$ cat config.mk
export PLATFORM = sky130hd
export DESIGN_NAME = mem_port_arbiter
export DESIGN_NICKNAME = d
export VERILOG_FILES = /design/src/rtl/mem_port_arbiter.sv
export SDC_FILE = /design/constraint.sdc
export NUM_CORES = 1
export LEC_CHECK = 0
export ABC_AREA = 1
export CORE_MARGIN = 4
export CORE_UTILIZATION = 28
export DETAILED_ROUTE_END_ITERATION = 8
export PLACE_DENSITY_LB_ADDON = 0.12
export SLEW_MARGIN = 10
export SYNTH_ARGS = -nofsm -noshare
export SYNTH_HDL_FRONTEND = slang
export SYNTH_SLANG_ARGS = --single-unit
$ cat constraint.sdc
create_clock -name clk -period 1.3 [get_ports clk]
set_clock_uncertainty 0.1 [all_clocks]
set_input_delay 0.26 -clock clk [delete_from_list [all_inputs] [get_ports clk]]
set_output_delay 0.26 -clock clk [all_outputs]
set_load 0.03 [all_outputs]
$ cat src/rtl/mem_port_arbiter.sv
// Arbitrates the single variable-latency memory port between instruction fetch and MEM-stage data access.
// Optional feature macro STALL_CNT_EN adds a saturating front-end stall cycle counter output.
module mem_port_arbiter #(
  parameter int ADDR_W = 16,
  parameter int DATA_W = 16
) (
  input  logic              clk,
  input  logic              rst,
  input  logic              if_req,
  input  logic [ADDR_W-1:0] if_addr,
  input  logic              dm_rd,
  input  logic              dm_wr,
  input  logic [ADDR_W-1:0] dm_addr,
  input  logic [DATA_W-1:0] dm_wdata,
  input  logic              halt_in,
  input  logic              mem_done,
  input  logic [DATA_W-1:0] mem_rdata,
  output logic              mem_en,
  output logic              mem_wr,
  output logic [ADDR_W-1:0] mem_addr,
  output logic [DATA_W-1:0] mem_wdata,
  output logic              if_valid,
  output logic [DATA_W-1:0] if_data,
  output logic              dm_done,
  output logic [DATA_W-1:0] dm_rdata,
  output logic              stall_exmem,
  output logic              stall_front,
  output logic              halted,
  output logic              err
`ifdef STALL_CNT_EN
  ,
  output logic [15:0]       stall_cnt
`endif
);

  typedef enum logic [1:0] {IDLE, BUSY_D, BUSY_I, HALTED} state_e;

  state_e              state_q, state_d;
  logic                mem_en_q, mem_en_d;
  logic                mem_wr_q, mem_wr_d;
  logic [ADDR_W-1:0]   mem_addr_q, mem_addr_d;
  logic [DATA_W-1:0]   mem_wdata_q, mem_wdata_d;
  logic                err_q, err_d;
  logic                post_rst_q;
  logic                done_ok;
  logic                dm_req;

  assign dm_req  = dm_rd | dm_wr;
  // A completion is only accepted after the issue cycle of the outstanding transaction.
  assign done_ok = mem_done & ~mem_en_q;

  always_comb begin
    state_d     = state_q;
    mem_en_d    = 1'b0;
    mem_wr_d    = 1'b0;
    mem_addr_d  = '0;
    mem_wdata_d = '0;
    err_d       = err_q;
    unique case (state_q)
      IDLE: begin
        if (dm_req) begin
          mem_en_d    = 1'b1;
          mem_wr_d    = dm_wr;
          mem_addr_d  = dm_addr;
          mem_wdata_d = dm_wr ? dm_wdata : '0;
          state_d     = BUSY_D;
        end else if (halt_in) begin
          state_d = HALTED;
        end else if (if_req) begin
          mem_en_d   = 1'b1;
          mem_addr_d = if_addr;
          state_d    = BUSY_I;
        end
      end
      BUSY_D:  if (done_ok) state_d = IDLE;
      BUSY_I:  if (done_ok) state_d = IDLE;
      HALTED:  state_d = HALTED;
      default: state_d = IDLE;
    endcase
    // The first cycle after reset may still see a completion for an abandoned access.
    if (mem_done && (state_q == IDLE || state_q == HALTED) && !post_rst_q)
      err_d = 1'b1;
  end

  always_ff @(posedge clk) begin
    if (rst) begin
      state_q     <= IDLE;
      mem_en_q    <= 1'b0;
      mem_wr_q    <= 1'b0;
      mem_addr_q  <= '0;
      mem_wdata_q <= '0;
      err_q       <= 1'b0;
      post_rst_q  <= 1'b1;
    end else begin
      state_q     <= state_d;
      mem_en_q    <= mem_en_d;
      mem_wr_q    <= mem_wr_d;
      mem_addr_q  <= mem_addr_d;
      mem_wdata_q <= mem_wdata_d;
      err_q       <= err_d;
      post_rst_q  <= 1'b0;
    end
  end

  assign mem_en    = mem_en_q;
  assign mem_wr    = mem_wr_q;
  assign mem_addr  = mem_addr_q;
  assign mem_wdata = mem_wdata_q;
  assign err       = err_q;
  assign halted    = (state_q == HALTED);

  assign dm_done  = (state_q == BUSY_D) & done_ok;
  assign if_valid = (state_q == BUSY_I) & done_ok;
  assign dm_rdata = dm_done  ? mem_rdata : '0;
  assign if_data  = if_valid ? mem_rdata : '0;

  assign stall_exmem = dm_req & ~dm_done & ~halted;
  assign stall_front = stall_exmem | (if_req & ~if_valid) | halted;

`ifdef STALL_CNT_EN
  logic [15:0] stall_cnt_q;

  always_ff @(posedge clk) begin
    if (rst) begin
      stall_cnt_q <= '0;
    end else if (stall_front && stall_cnt_q != '1) begin
      stall_cnt_q <= stall_cnt_q + 16'd1;
    end
  end

  assign stall_cnt = stall_cnt_q;
`endif

endmodule

**Word-level counts from Yosys, hierarchy flattened**

Cells that the tools add are included.
W data, S select, Z words.

- Logic and storage cells: 52
- Input bits: 71
- Bits in registers: 38
- Output and inout port bits: 72

- Bitwise logic cells: 16
- Mux-type cells: 14
- Reduce and logical (&&, ||, !) cells: 10
- Equality and inequality tests: 5

Operators by type and width:

| cell | count |
|---|---|
| $mux W16 | 5 |
| $mux W2 | 4 |
| $not A1 Y1 | 7 |
| $and A1 B1 Y1 | 6 |
| $pmux W2 S3 | 1 |
| $eq A2 B2 Y1 const B | 2 |
| $mux W1 | 4 |
| $ne A4 B4 Y1 const B | 1 |
| $reduce_or A2 Y1 | 2 |
| $reduce_or A4 Y1 | 1 |
| $or A1 B1 Y1 | 3 |
| $reduce_or A3 Y1 | 1 |
| $eq A2 B1 Y1 const B | 1 |
| $logic_and A1 B1 Y1 | 2 |
| $logic_not A2 Y1 | 1 |
| $ne A2 B1 Y1 const B | 1 |
| $reduce_and A2 Y1 | 1 |
| $logic_not A1 Y1 | 1 |
| $logic_or A1 B1 Y1 | 1 |

**Longest topological paths before layout**

- Depth in word-level cells: 8
- Depth in mapped cells: 7
- Gate-level depth less buffers: 7

**Worst setup path before layout**

No wires, ideal clock.

- Path type: register to output
- Start: reg state_q[0]
- End: out if_data[10]
- Stages on the path, launching flop included: 6
- Slack: -0.418 ns
- Required time: 0.940 ns
- Arrival time: 1.358 ns
- Path buffers: 1
- Cell sequence: dfxtp_1 -> inv_1 -> ha_1 -> nand3_2 -> clkbuf_1 -> nor2_1

- Cells in the longest elaborated chain, start to end: 3

Ends and longest elaborated chain:

| element | RTL line | source |
|---|---|---|
| start: declaration | 38 | `state_e state_q, state_d;` |
| start signal: assignment | 95 | `state_q <= state_d;` |
| $eq A2 B2 Y1 | 113 | `assign if_valid = (state_q == BUSY_I) & done_ok;` |
| $and A1 B1 Y1 | 113 |  |
| $mux W16 | 115 | `assign if_data = if_valid ? mem_rdata : '0;` |
| end: declaration | 23 | `output logic [DATA_W-1:0] if_data,` |

Every way passes these cells.

**Worst setup path after layout**

- Start: reg state_q[1]
- End: out dm_rdata[10]

- Cells in the longest elaborated chain, start to end: 3

Ends and longest elaborated chain:

| element | RTL line | source |
|---|---|---|
| $eq A2 B1 Y1 | 112 | `assign dm_done = (state_q == BUSY_D) & done_ok;` |
| $and A1 B1 Y1 | 112 |  |
| $mux W16 | 114 | `assign dm_rdata = dm_done ? mem_rdata : '0;` |
| end: declaration | 25 | `output logic [DATA_W-1:0] dm_rdata,` |

Every way passes these cells.

==> flow_summary.json <==
{
  "die_y_um": 83.4,
  "tns_ns": -16.87,
  "violations": "setup timing",
  "ys_top_cells_by_area": "dfxtp_1, nor2_1, nand2_1",
  "yosys.area.top_type_share": 0.478,
  "wl_met1_mm": 2.42,
  "worst_slack_ns": -0.492,
  "grt_first_pass_wirelength_mm": 9.47,
  "critPathKind": "flop to output port",
  "drv_slew": 0,
  "rsz0062_at_grt": "yes",
  "via_per_inst": 4.27,
  "seq_area_um2": 769,
  "place.gp.congestion": 0.804,
  "row_count": 27,
  "grt_max_degree": 15,
  "synth-edff-count": 0,
  "ys_seq_area_frac": 0.478,
  "p_leak_nw": 1.82,
  "path_cells": "inv_4 > ha_4 > nand3_4 > buf_12 > nor2_4 > buf_6",
  "crit_family": "buffers and inverters",
  "vias": 1975,
  "cts_root_buf": "clkbuf_8",
  "multiInputGateArea_mm2": 0.00109,
  "n_antenna_cell": 0,
  "cp_slowest_cell": "dfxtp_4",
  "ctsHtreeMaxLevel": 2,
  "io_pins": 143,
  "path_buf_inv": 3,
  "avgSynthCellArea_um2": 7.20,
  "slowest_delay_ns": 0.37,
  "yosysUniqueCellTypes": 21,
  "layout.nets": 466,
  "worstMarginPinSlew_ns": 0.264,
  "dp.final_hpwl_mm": 4.52,
  "grt_pass1_vias": 1960,
  "drt-initial-drc-count": 26,
  "final_antenna_net_count": 0,
  "peakVddDrop_uv": 896,
  "syn_to_final_growth_pct": 150,
  "dp_slack_ns": -0.536,
  "drt_wl_total_mm": 6.31,
  "io_buffers": 142,
  "synthArstFlopShare": 0,
  "synthesis.nets": 297,
  "max-cap-violations": 0,
  "dieArea_mm2": 0.00695,
  "run_status": "finished with violations",
  "final_area_mm2": 0.00398,
  "synth-seq-cells": 38,
  "top_layer_used": "met4",
  "cts_hold_buf": 0,
  "firstDrtPassIters": 4,
  "crit_path_start_kind": "flop",
  "insertion_delay_ns": 0.28,
  "slew_headroom": 0.823,
  "dpl-instance-area_mm2": 0.00330,
  "min_period_ns": 1.79,
  "start_util": 0.289,
  "holdWs_ns": 0.219,
  "synth.most_common_cell": "nor2_1",
  "cp_max_fo": 7,
  "netlist_top_cells_count": "nor2_1, nand2_1, inv_1",
  "drive_above_1_share": 0.478,
  "critPathCaptureType": "output port",
  "synth_top_cell_by_area": "dfxtp_1",
  "p_per_area_mw_per_mm2": 1410,
  "power_mw": 5.61,
  "drc": 0,
  "grt_overflow": 0,
  "holdCritPathClass": "input pin to flop",
  "clk_pin_slew_ns": 0.08,
  "fillers": 403,
  "crit_required_ns": 0.94,
  "routedWlPerCell_um": 13.6,
  "yosys_warnings": 0,
  "finalSetupViolCount": 47,
  "met3_length_um": 664,
  "fin_crit_sh": 1.38,
  "syn_area_mm2": 0.00159,
  "grt_usage": 0.171,
  "crit_arrival_ns": 1.43,
  "tritoncts": "done",
  "fmaxAchievable_mhz": 558,
  "cts.sinks": 38,
  "synth_cells": 221,
  "clk_path_buf_depth": 2,
  "antenna_found_initial": 0,
  "hold_viol": 0,
  "die_x_um": 83.4,
  "wl_met2_mm": 3.16,
  "synthFlopType": "dfxtp_1",
  "cts_made_buffers": 5,
  "coreArea_mm2": 0.00551
}
-- stage by stage --
stage               cells  utilization
detailed placement    449        0.600
global placement      449        0.600
global route          463        0.723
floorplan             221            -
CTS                   461        0.686
finish                463        0.723
-- worst paths after layout --
check             startpoint            to  slack, ns  cells past startpoint
setup / recovery  state_q[1]  dm_rdata[10]      -0.49                      6
hold / removal         dm_wr        mem_wr       0.22                      3
setup reg to reg  state_q[1]  mem_wdata[9]      -0.01                      8
hold reg to reg          err           err       0.38                      1
-- per-layer routing --
metal,vias to the layer above,GRT usage
li1,986,-
met1,873,0.173
met2,108,0.319
met3,8,0.0744
met4,0,0.0446
met5,-,0
-- state kept, by name, indices dropped and copies added (netlist names) --
register	count
state_q	2
mem_wdata	16
err	1
mem_addr	16
mem_en	1
mem_wr	1
post_rst_q	1
-- cell usage in the layout, fill, tap and decap left out, types with 4 or more instances in the layout --
master and n:
a21oi_1 14, buf_4 47, buf_6 43, clkbuf_8 5
clkdlybuf4s50_1 66, dfxtp_1 35, ha_4 4, inv_1 34
inv_2 4, inv_4 4, nand2_1 41, nor2_1 6
nor2_4 48
-- worst min-delay path, delay by kind of cell --
| family | cells | cell delay [ns] |
|---|---|---|
| buffers and inverters | 2 | 0.25 |
| AND/OR/NAND/NOR | 1 | 0.05 |
-- where the power goes --
| part | leakage (nW) | switching (mW) | internal, mW |
|---|---|---|---|
| logic | 1.44 | 1.62 | 1.32 |
| clock network | 0.0683 | 0.431 | 0.769 |
| registers | 0.313 | 0.0959 | 1.37 |
| total | 1.82 | 2.15 | 3.46 |
-- final cells by class --
class,count,area share
Timing Repair Buffer,167,0.427
Multi-Input combinational cell,133,0.274
Sequential cell,38,0.193
Inverter,45,0.0481
Tap cell,72,0.0226
Clock buffer,5,0.0173
Clock inverter,3,0.0173
-- cell families after synthesis --
logic type,count (synthesis),synth area share
buffers and inverters,51,0.131
AO/OA/AOI/OAI,19,0.0660
adder cells (fa/ha/maj),5,0.0393
AND/OR/NAND/NOR,108,0.285
flip-flops,38,0.478
-- timing repair --
item,4_1_cts,5_1_grt
pin swaps,5,11
gates resized for setup,69,47
gates cloned,3,1
endpoints found under the hold margin,0,0
setup buffers,3,1
endpoints found under the setup margin,73,70
Note: power is estimated with default switching activity, not from simulation.
